## config.mk

```make
export PLATFORM = sky130hd
export DESIGN_NAME = contador_cm_param_flat
export DESIGN_NICKNAME = d
export VERILOG_FILES = /design/src/rtl/contador_cm_param_if.sv /design/src/rtl/contador_cm_param.sv /design/src/flat_wrapper.sv
export SDC_FILE = /design/constraint.sdc
export NUM_CORES = 1
export LEC_CHECK = 0
export BUFFER_PORTS_ARGS = -buffer_cell sky130_fd_sc_hd__buf_2
export CAP_MARGIN = 15
export CORE_ASPECT_RATIO = 1.5
export CORE_MARGIN = 3
export CORE_UTILIZATION = 55
export CTS_BUF_LIST = sky130_fd_sc_hd__clkbuf_4
export DETAILED_ROUTE_END_ITERATION = 8
export GPL_ROUTABILITY_DRIVEN = 1
export PLACE_DENSITY = 0.72
export SKIP_CTS_REPAIR_TIMING = 1
export SYNTH_ARGS = -nofsm -noshare
export SYNTH_HDL_FRONTEND = slang
export SYNTH_SLANG_ARGS = --single-unit
```

## constraint.sdc

```tcl
create_clock -name clock -period 4 [get_ports clock]
set_input_delay 1 -clock clock [delete_from_list [all_inputs] [get_ports clock]]
set_output_delay 1 -clock clock [all_outputs]
set_load 0.05 [all_outputs]
```

## src/rtl/contador_cm_param_if.sv

```systemverilog
// Bundle between the echo synchroniser, the cm measurement block and the display/serial side.
// The measurement block uses the slave view; the consumer/stimulus side uses the master view.
interface contador_cm_param_if #(
  parameter int DIGITOS = 3
);
  logic                   pulso;
  logic [4*DIGITOS-1:0]   medida;
  logic                   pronto;
  logic                   timeout;
  logic                   ocupado;
  logic [2:0]             db_estado;

  modport master (
    output pulso,
    input  medida, pronto, timeout, ocupado, db_estado
  );

  modport slave (
    input  pulso,
    output medida, pronto, timeout, ocupado, db_estado
  );
endinterface

```

## src/rtl/contador_cm_param.sv

```systemverilog
// Echo-pulse to BCD centimetre converter: tick prescaler, N-digit BCD counter, saturation at MAX_CM.
// Optional macro ARREDONDA_EN: round the result to nearest cm instead of truncating.
module contador_cm_param #(
  parameter int TICKS_POR_CM = 2941,
  parameter int DIGITOS      = 3,
  parameter int MAX_CM       = 400
) (
  input  logic clock,
  input  logic reset,
  contador_cm_param_if.slave bus
);

  localparam int TW = $clog2(TICKS_POR_CM);
  localparam int BW = 4 * DIGITOS;

  typedef enum logic [2:0] {
    INICIAL    = 3'b000,
    PREPARACAO = 3'b001,
    MEDINDO    = 3'b010,
    FIM        = 3'b011,
    TIMEOUT    = 3'b100
  } estado_t;

  function automatic logic [BW-1:0] bcd_inc(input logic [BW-1:0] v);
    logic [BW-1:0] r;
    logic          carry;
    r     = v;
    carry = 1'b1;
    for (int d = 0; d < DIGITOS; d++) begin
      if (carry) begin
        if (v[4*d +: 4] == 4'd9) begin
          r[4*d +: 4] = 4'd0;
          carry       = 1'b1;
        end else begin
          r[4*d +: 4] = v[4*d +: 4] + 4'd1;
          carry       = 1'b0;
        end
      end else begin
        carry = 1'b0;
      end
    end
    return r;
  endfunction

  function automatic logic [BW-1:0] to_bcd(input int n);
    logic [BW-1:0] r;
    int            rem;
    r   = '0;
    rem = n;
    for (int d = 0; d < DIGITOS; d++) begin
      r[4*d +: 4] = 4'(rem % 10);
      rem         = rem / 10;
    end
    return r;
  endfunction

  localparam logic [BW-1:0] MAX_BCD  = to_bcd(MAX_CM);
  localparam logic [TW-1:0] TICK_MAX = TW'(TICKS_POR_CM - 1);

  estado_t         r_estado;
  logic [TW-1:0]   r_tick;
  logic [BW-1:0]   r_bcd;
  logic [BW-1:0]   r_medida;
  logic            r_pronto;
  logic            r_timeout;
  logic            r_ocupado;
  logic [BW-1:0]   w_bcd_inc;
  logic [BW-1:0]   w_resultado;

  assign w_bcd_inc = bcd_inc(r_bcd);

`ifdef ARREDONDA_EN
  localparam logic [TW-1:0] TICK_HALF = TW'(TICKS_POR_CM / 2);

  // Count never exceeds MAX_CM-1 here, but the clamp keeps the result bounded regardless.
  always_comb begin
    w_resultado = r_bcd;
    if (r_tick >= TICK_HALF) begin
      if (w_bcd_inc > MAX_BCD) begin
        w_resultado = MAX_BCD;
      end else begin
        w_resultado = w_bcd_inc;
      end
    end else begin
      w_resultado = r_bcd;
    end
  end
`else
  assign w_resultado = r_bcd;
`endif

  // Measurement FSM; every output is registered and takes its value alongside the state it belongs to.
  always_ff @(posedge clock or negedge reset) begin
    if (!reset) begin
      r_estado  <= INICIAL;
      r_tick    <= '0;
      r_bcd     <= '0;
      r_medida  <= '0;
      r_pronto  <= 1'b0;
      r_timeout <= 1'b0;
      r_ocupado <= 1'b0;
    end else begin
      r_pronto <= 1'b0;
      case (r_estado)
        INICIAL: begin
          r_estado  <= PREPARACAO;
          r_ocupado <= 1'b0;
        end
        PREPARACAO: begin
          r_bcd <= '0;
          if (bus.pulso) begin
            r_tick    <= TW'(1);
            r_estado  <= MEDINDO;
            r_ocupado <= 1'b1;
          end else begin
            r_tick    <= '0;
            r_estado  <= PREPARACAO;
            r_ocupado <= 1'b0;
          end
        end
        MEDINDO: begin
          if (bus.pulso) begin
            if (r_tick == TICK_MAX) begin
              r_tick <= '0;
              r_bcd  <= w_bcd_inc;
              if (w_bcd_inc == MAX_BCD) begin
                r_estado  <= TIMEOUT;
                r_medida  <= MAX_BCD;
                r_pronto  <= 1'b1;
                r_timeout <= 1'b1;
                r_ocupado <= 1'b0;
              end else begin
                r_estado  <= MEDINDO;
                r_ocupado <= 1'b1;
              end
            end else begin
              r_tick    <= r_tick + TW'(1);
              r_estado  <= MEDINDO;
              r_ocupado <= 1'b1;
            end
          end else begin
            // Falling edge wins over a coincident wrap: the final cycle is not counted.
            r_estado  <= FIM;
            r_medida  <= w_resultado;
            r_pronto  <= 1'b1;
            r_timeout <= 1'b0;
            r_ocupado <= 1'b0;
          end
        end
        FIM: begin
          r_estado  <= PREPARACAO;
          r_ocupado <= 1'b0;
        end
        TIMEOUT: begin
          r_ocupado <= 1'b0;
          if (bus.pulso) begin
            r_estado <= TIMEOUT;
          end else begin
            r_estado <= PREPARACAO;
          end
        end
        default: begin
          r_estado  <= INICIAL;
          r_ocupado <= 1'b0;
        end
      endcase
    end
  end

  assign bus.medida    = r_medida;
  assign bus.pronto    = r_pronto;
  assign bus.timeout   = r_timeout;
  assign bus.ocupado   = r_ocupado;
  assign bus.db_estado = r_estado;

endmodule

```

## src/flat_wrapper.sv

```systemverilog
// flat-port wrapper written by rule: the top's interface ports become plain ports
module contador_cm_param_flat 
#(
  parameter int TICKS_POR_CM = 2941,
  parameter int DIGITOS      = 3,
  parameter int MAX_CM       = 400
)
  (clock, reset, bus_pulso, bus_medida, bus_pronto, bus_timeout, bus_ocupado, bus_db_estado);
  contador_cm_param_if #(.DIGITOS(DIGITOS)) bus_i ();
  input  logic clock;
  input  logic reset;
  input wire logic [$bits(bus_i.pulso)-1:0] bus_pulso;
  output wire logic [$bits(bus_i.medida)-1:0] bus_medida;
  output wire logic [$bits(bus_i.pronto)-1:0] bus_pronto;
  output wire logic [$bits(bus_i.timeout)-1:0] bus_timeout;
  output wire logic [$bits(bus_i.ocupado)-1:0] bus_ocupado;
  output wire logic [$bits(bus_i.db_estado)-1:0] bus_db_estado;
  assign bus_i.pulso = bus_pulso;
  assign bus_medida = bus_i.medida;
  assign bus_pronto = bus_i.pronto;
  assign bus_timeout = bus_i.timeout;
  assign bus_ocupado = bus_i.ocupado;
  assign bus_db_estado = bus_i.db_estado;
  contador_cm_param #(.TICKS_POR_CM(TICKS_POR_CM), .DIGITOS(DIGITOS), .MAX_CM(MAX_CM)) u_core (.clock(clock), .reset(reset), .bus(bus_i));
endmodule
```

Yosys cells after proc, flatten, opt, wreduce, memory -nomap -nowiden --
Index checks and enable logic that the tools add are counted.
Operators by class: add/subtract/negate cells 4, eq/ne operators 13, muxes and demuxes 36, reduce and logical (&&, ||, !) cells 6
Operators with widths (count):
- 12-bit two-way mux | 7
- 12-bit one-hot mux with 2 select lines | 2
- 4-bit two-way mux | 5
- 1-bit two-way mux | 15
- 12-bit by 1-bit adder with 12-bit output, second input constant | 1
- 4-bit by 1-bit adder with 4-bit output, second input constant | 3
- 12-bit by 11-bit equality test with 1-bit output, second input constant | 1
- 12-bit equality test, second input constant | 1
- 4-bit equality test, second input constant | 3
- 3-bit two-way mux | 4
- 3-bit one-hot mux with 4 select lines | 1
- 3-bit by 2-bit equality test with 1-bit output, second input constant | 2
- 2-bit by 1-bit inequality test with 1-bit output, second input constant | 3
- 3-bit AND reduction | 2
- 3-bit by 1-bit equality test with 1-bit output, second input constant | 1
- 3-bit equality test, second input constant | 1
- 3-bit logical NOT | 1
- 2-bit two-way mux | 1
- 2-bit inequality test, second input constant | 1
- 1-bit one-hot mux with 2 select lines | 1
- 2-bit AND reduction | 1
- 2-bit nonzero test | 1
- 2-bit OR reduction | 1
Word-level totals: bits in registers 42, output and inout port bits 18, logic and storage cells 66

Longest topological paths before layout --
depth after elaboration 9, depth in mapped cells 8, depth with buffers taken out 7

Worst setup path before layout --
Ideal clock, no wire load.
path type input to register, from input port bus_pulso, to register u_core.r_bcd[7], setup time 0.138 ns, arrival 2.133 ns, required time 3.862 ns, path slack 1.729 ns, stages 5, path buffers 1, cell sequence and4bb_2 -> or4b_1 -> o21ai_1 -> buf_2 -> o22ai_1
Between the ends: cells in the longest elaborated chain, start to end 2
RTL lines:
- start, declared | line flat_wrapper.sv:12 | input wire logic [$bits(bus_i.pulso)-1:0] bus_pulso;
- 2-bit inequality test (no line)
- 3-bit AND reduction (no line)
- end signal, assigned | line contador_cm_param.sv:125 | r_bcd <= w_bcd_inc;
- end, declared | line contador_cm_param.sv:62 | logic [BW-1:0] r_bcd;
No other way between the ends. A chain may end at the register's enable or synchronous reset.

Worst setup path in the final report --
from input port bus_pulso, to register u_core.r_bcd[1]
Same word-level chain as after synthesis.

==> flow_summary_export.csv <==
group,metric,value,unit
setup_path,critPathMaxFanout,13,
worst_hold_path,hold_class,"flop to flop",
grt,grt_use_met3,4.57,%
pwr,ir_drop,0.365,mV
setup_path,slowest_stage,"or4b_1",
status,outcome,"finished, final reports clean",
placed_design,dpl.hpwl,3410,um
timing,setup_tns,0,ns
clock_network,cts_buffers,5,
finish,fillers,367,
route,drtAntennaViolNets,0,
synth,synth_edf_count,0,
timing,setup_viol,0,
timing,slew_violations,0,
route,routed_wl,4850,um
synth,syn_area,2310,sq um
timing,fin_crit_sh,70.0,%
synth,synth-main-ff-cell,"dfrtp_1",
floorplan,rows,28,
floorplan,ioPinCount,21,
pwr,power.density,422,nW/um^2
clock_network,clock-sinks,42,
synth,synth_top_area_share,45.4,%
clock_network,clk_latency,0.36,ns
route,drt-pass1-iter-count,4,
timing,whs,0.500,ns
finish,fin_nets,264,
grt,globalRoute.totalOverflow,0,
grt,grt_pass1_wl,8690,um
synth,netlist_instances,247,
route,vias_per_cell,5.96,
route,drtIter0Drc,100,
floorplan,fp.coreArea,3990,sq um
clock_network,clk_path_buf_depth,2,
finish,syn2layout_area_growth,7.19,%
clock_network,clk_pin_slew,0.12,ns
synth,yosys_warnings,0,
timing,rsz0062_at_grt,"no",
route,wl_per_cell,15.9,um
timing,min_period,2.80,ns
synth,yosys.area.top_type,"dfrtp_1",
grt,use_met2,37.5,%
setup_path,arrival,3.05,ns
clock_network,cts-root-buf,"clkbuf_4",
timing,finalHoldViolations,0,
timing,slew_headroom,39.4,%
setup_path,critPathCaptureType,"flop",
floorplan,start_util,57.9,%
synth,synthArstFlopShare,100,%
synth,postSynthAreaPerCell,9.37,sq um
setup_path,crit_path_start_kind,"input pin",
floorplan,die_w,59.0,um
placed_design,port_buffers,20,
setup_path,slowest_delay,0.64,ns
synth,synth_area_leaders,"dfrtp_1 45%, nand2_1 4.7%, o21ai_0 4.5%",
clock_network,h-tree-depth,2,
setup_path,worstPathRequired,4.26,ns
finish,antenna_cells,0,
grt,grt_max_degree,43,
placed_design,dp_cells,297,
pwr,p_leak,1.07,nW
route,drc,0,
setup_path,path_cells,"buf_2, and4bb_2, or4b_1, o21ai_1, o21ai_0, a32o_1",
setup_path,path_class,"input pin to flop",
finish,final_cells,305,
timing,skew,0.00678,ns
synth,ys_types,56,
finish,drive_above_1_share,14.6,%
timing,fmax,0.357,GHz
synth,synth-seq-cells,42,
timing,tightest_slew,0.910,ns
floorplan,fp.dieH,85.4,um
grt,antenna_found_initial,0,
route,vias,1819,
clock_network,cts_tree,"yes",
run,drv_cap,0,
synth,ys_seq_area_share,45.4,%
grt,met1_usage,27.3,%
floorplan,die-area,5040,sq um
grt,grt_use_total,22.5,%
grt,grt_pass1_vias,1872,
synth,synth_nets,252,
placed_design,routabilityCongestion,0.813,
grt,top_usage_layer,"met2",
-- cells by family after synthesis --
kind of cell / Yosys count / share of synthesized area [%]
buffers and inverters: 24 / 4.60
and+or+nand+nor: 96 / 23.4
adders and majority gates: 2 / 1.08
DFF: 42 / 45.4
xor gates and xnor gates: 11 / 4.16
muxes: 4 / 1.78
AOI/OAI and AO/OA: 68 / 19.6
-- per-layer routing --
metal | routed length (um) | vias up
li1 | - | 920
met1 | 2070 | 850
met2 | 2470 | 40
met3 | 204 | 9
met5 | 0 | -
met4 | 107 | 0
-- worst max-delay path, delay by kind of cell --
kind,cells,cell delay (ns)
AOI/OAI and AO/OA,3,1.01
and+or+nand+nor,2,0.90
buffers and inverters,1,0.15
-- power by group --
group	internal (mW)	switching [mW]	leakage, nW	total, mW
clock network	0.146	0.136	0.0463	0.282
registers	0.451	0.0368	0.577	0.488
logic	0.0777	0.199	0.450	0.277
-- registers in the layout, indices dropped and copies added, names as in the netlist --
name / count
u_core.bus.db_estado: 3
u_core.bus.medida: 12
u_core.bus.ocupado: 1
u_core.bus.pronto: 1
u_core.bus.timeout: 1
u_core.r_bcd: 12
u_core.r_tick: 12
-- path summary, 6_finish.rpt --
check,slack (ns),to,cells after the start,from
max,1.20,u_core.r_bcd[1],6,bus_pulso
min,0.50,u_core.bus.timeout,1,u_core.bus.timeout
max reg2reg,1.26,u_core.r_bcd[1],7,u_core.r_tick[0]
min reg2reg,0.50,u_core.bus.timeout,1,u_core.bus.timeout
max in group asynchronous,2.68,u_core.r_bcd[0],1,reset
min in group asynchronous,0.76,u_core.bus.medida[5],1,reset
-- final cells by class --
cell class | instances | area, sq um | area share [%]
clock buffers | 7 | 52.6 | 2.12
inverters | 9 | 33.8 | 1.36
repair buffers | 20 | 100 | 4.04
well taps | 45 | 56.3 | 2.27
flip-flops and latches | 42 | 1050 | 42.4
multi-input cells | 181 | 1160 | 46.6
clock inverters | 1 | 30.0 | 1.21
-- layout by cell type (no fill, tap or decap), types with 7 or more instances in the layout --
cell type,instances
nand2_1,29
dfrtp_1,42
nand2b_1,8
o22ai_1,8
clkbuf_4,7
a21oi_1,11
xor2_1,9
o31ai_1,7
inv_1,9
buf_2,20
nor2_1,18
o21ai_0,21
nand3_1,7
-- stage by stage --
step | total power [mW] | setup slack, ns | instance area (sq um) | util [%]
4_1_cts | 1.06 | 1.21 | 2480 | 62.1
5_1_grt | 1.11 | 1.05 | 2480 | 62.1
3_5_place_dp | 0.775 | 0.826 | 2400 | 60.0
6_report | 1.05 | 1.20 | 2480 | 62.1
3_3_place_gp | 0.771 | 0.892 | 2400 | 60.0
2_1_floorplan | 0.705 | 1.73 | 2310 | -
-- cell usage after synthesis, types with 2 or more instances --
cell type and count:
a21oi_1 11, a22oi_1 2, and3_1 3, and4_1 2, buf_2 6, clkbuf_1 7, dfrtp_1 42, ha_1 2
inv_1 9, mux2i_1 3, nand2_1 29, nand2b_1 8, nand3_1 7, nand4_1 5, nand4bb_1 3, nor2_1 18
nor3_1 2, nor3b_1 2, nor4_1 3, o21a_1 2, o21ai_0 21, o21ai_1 3, o22ai_1 8, o31ai_1 7
or4b_1 2, xnor2_1 2, xor2_1 9
Power figures use the tool's default switching activity.
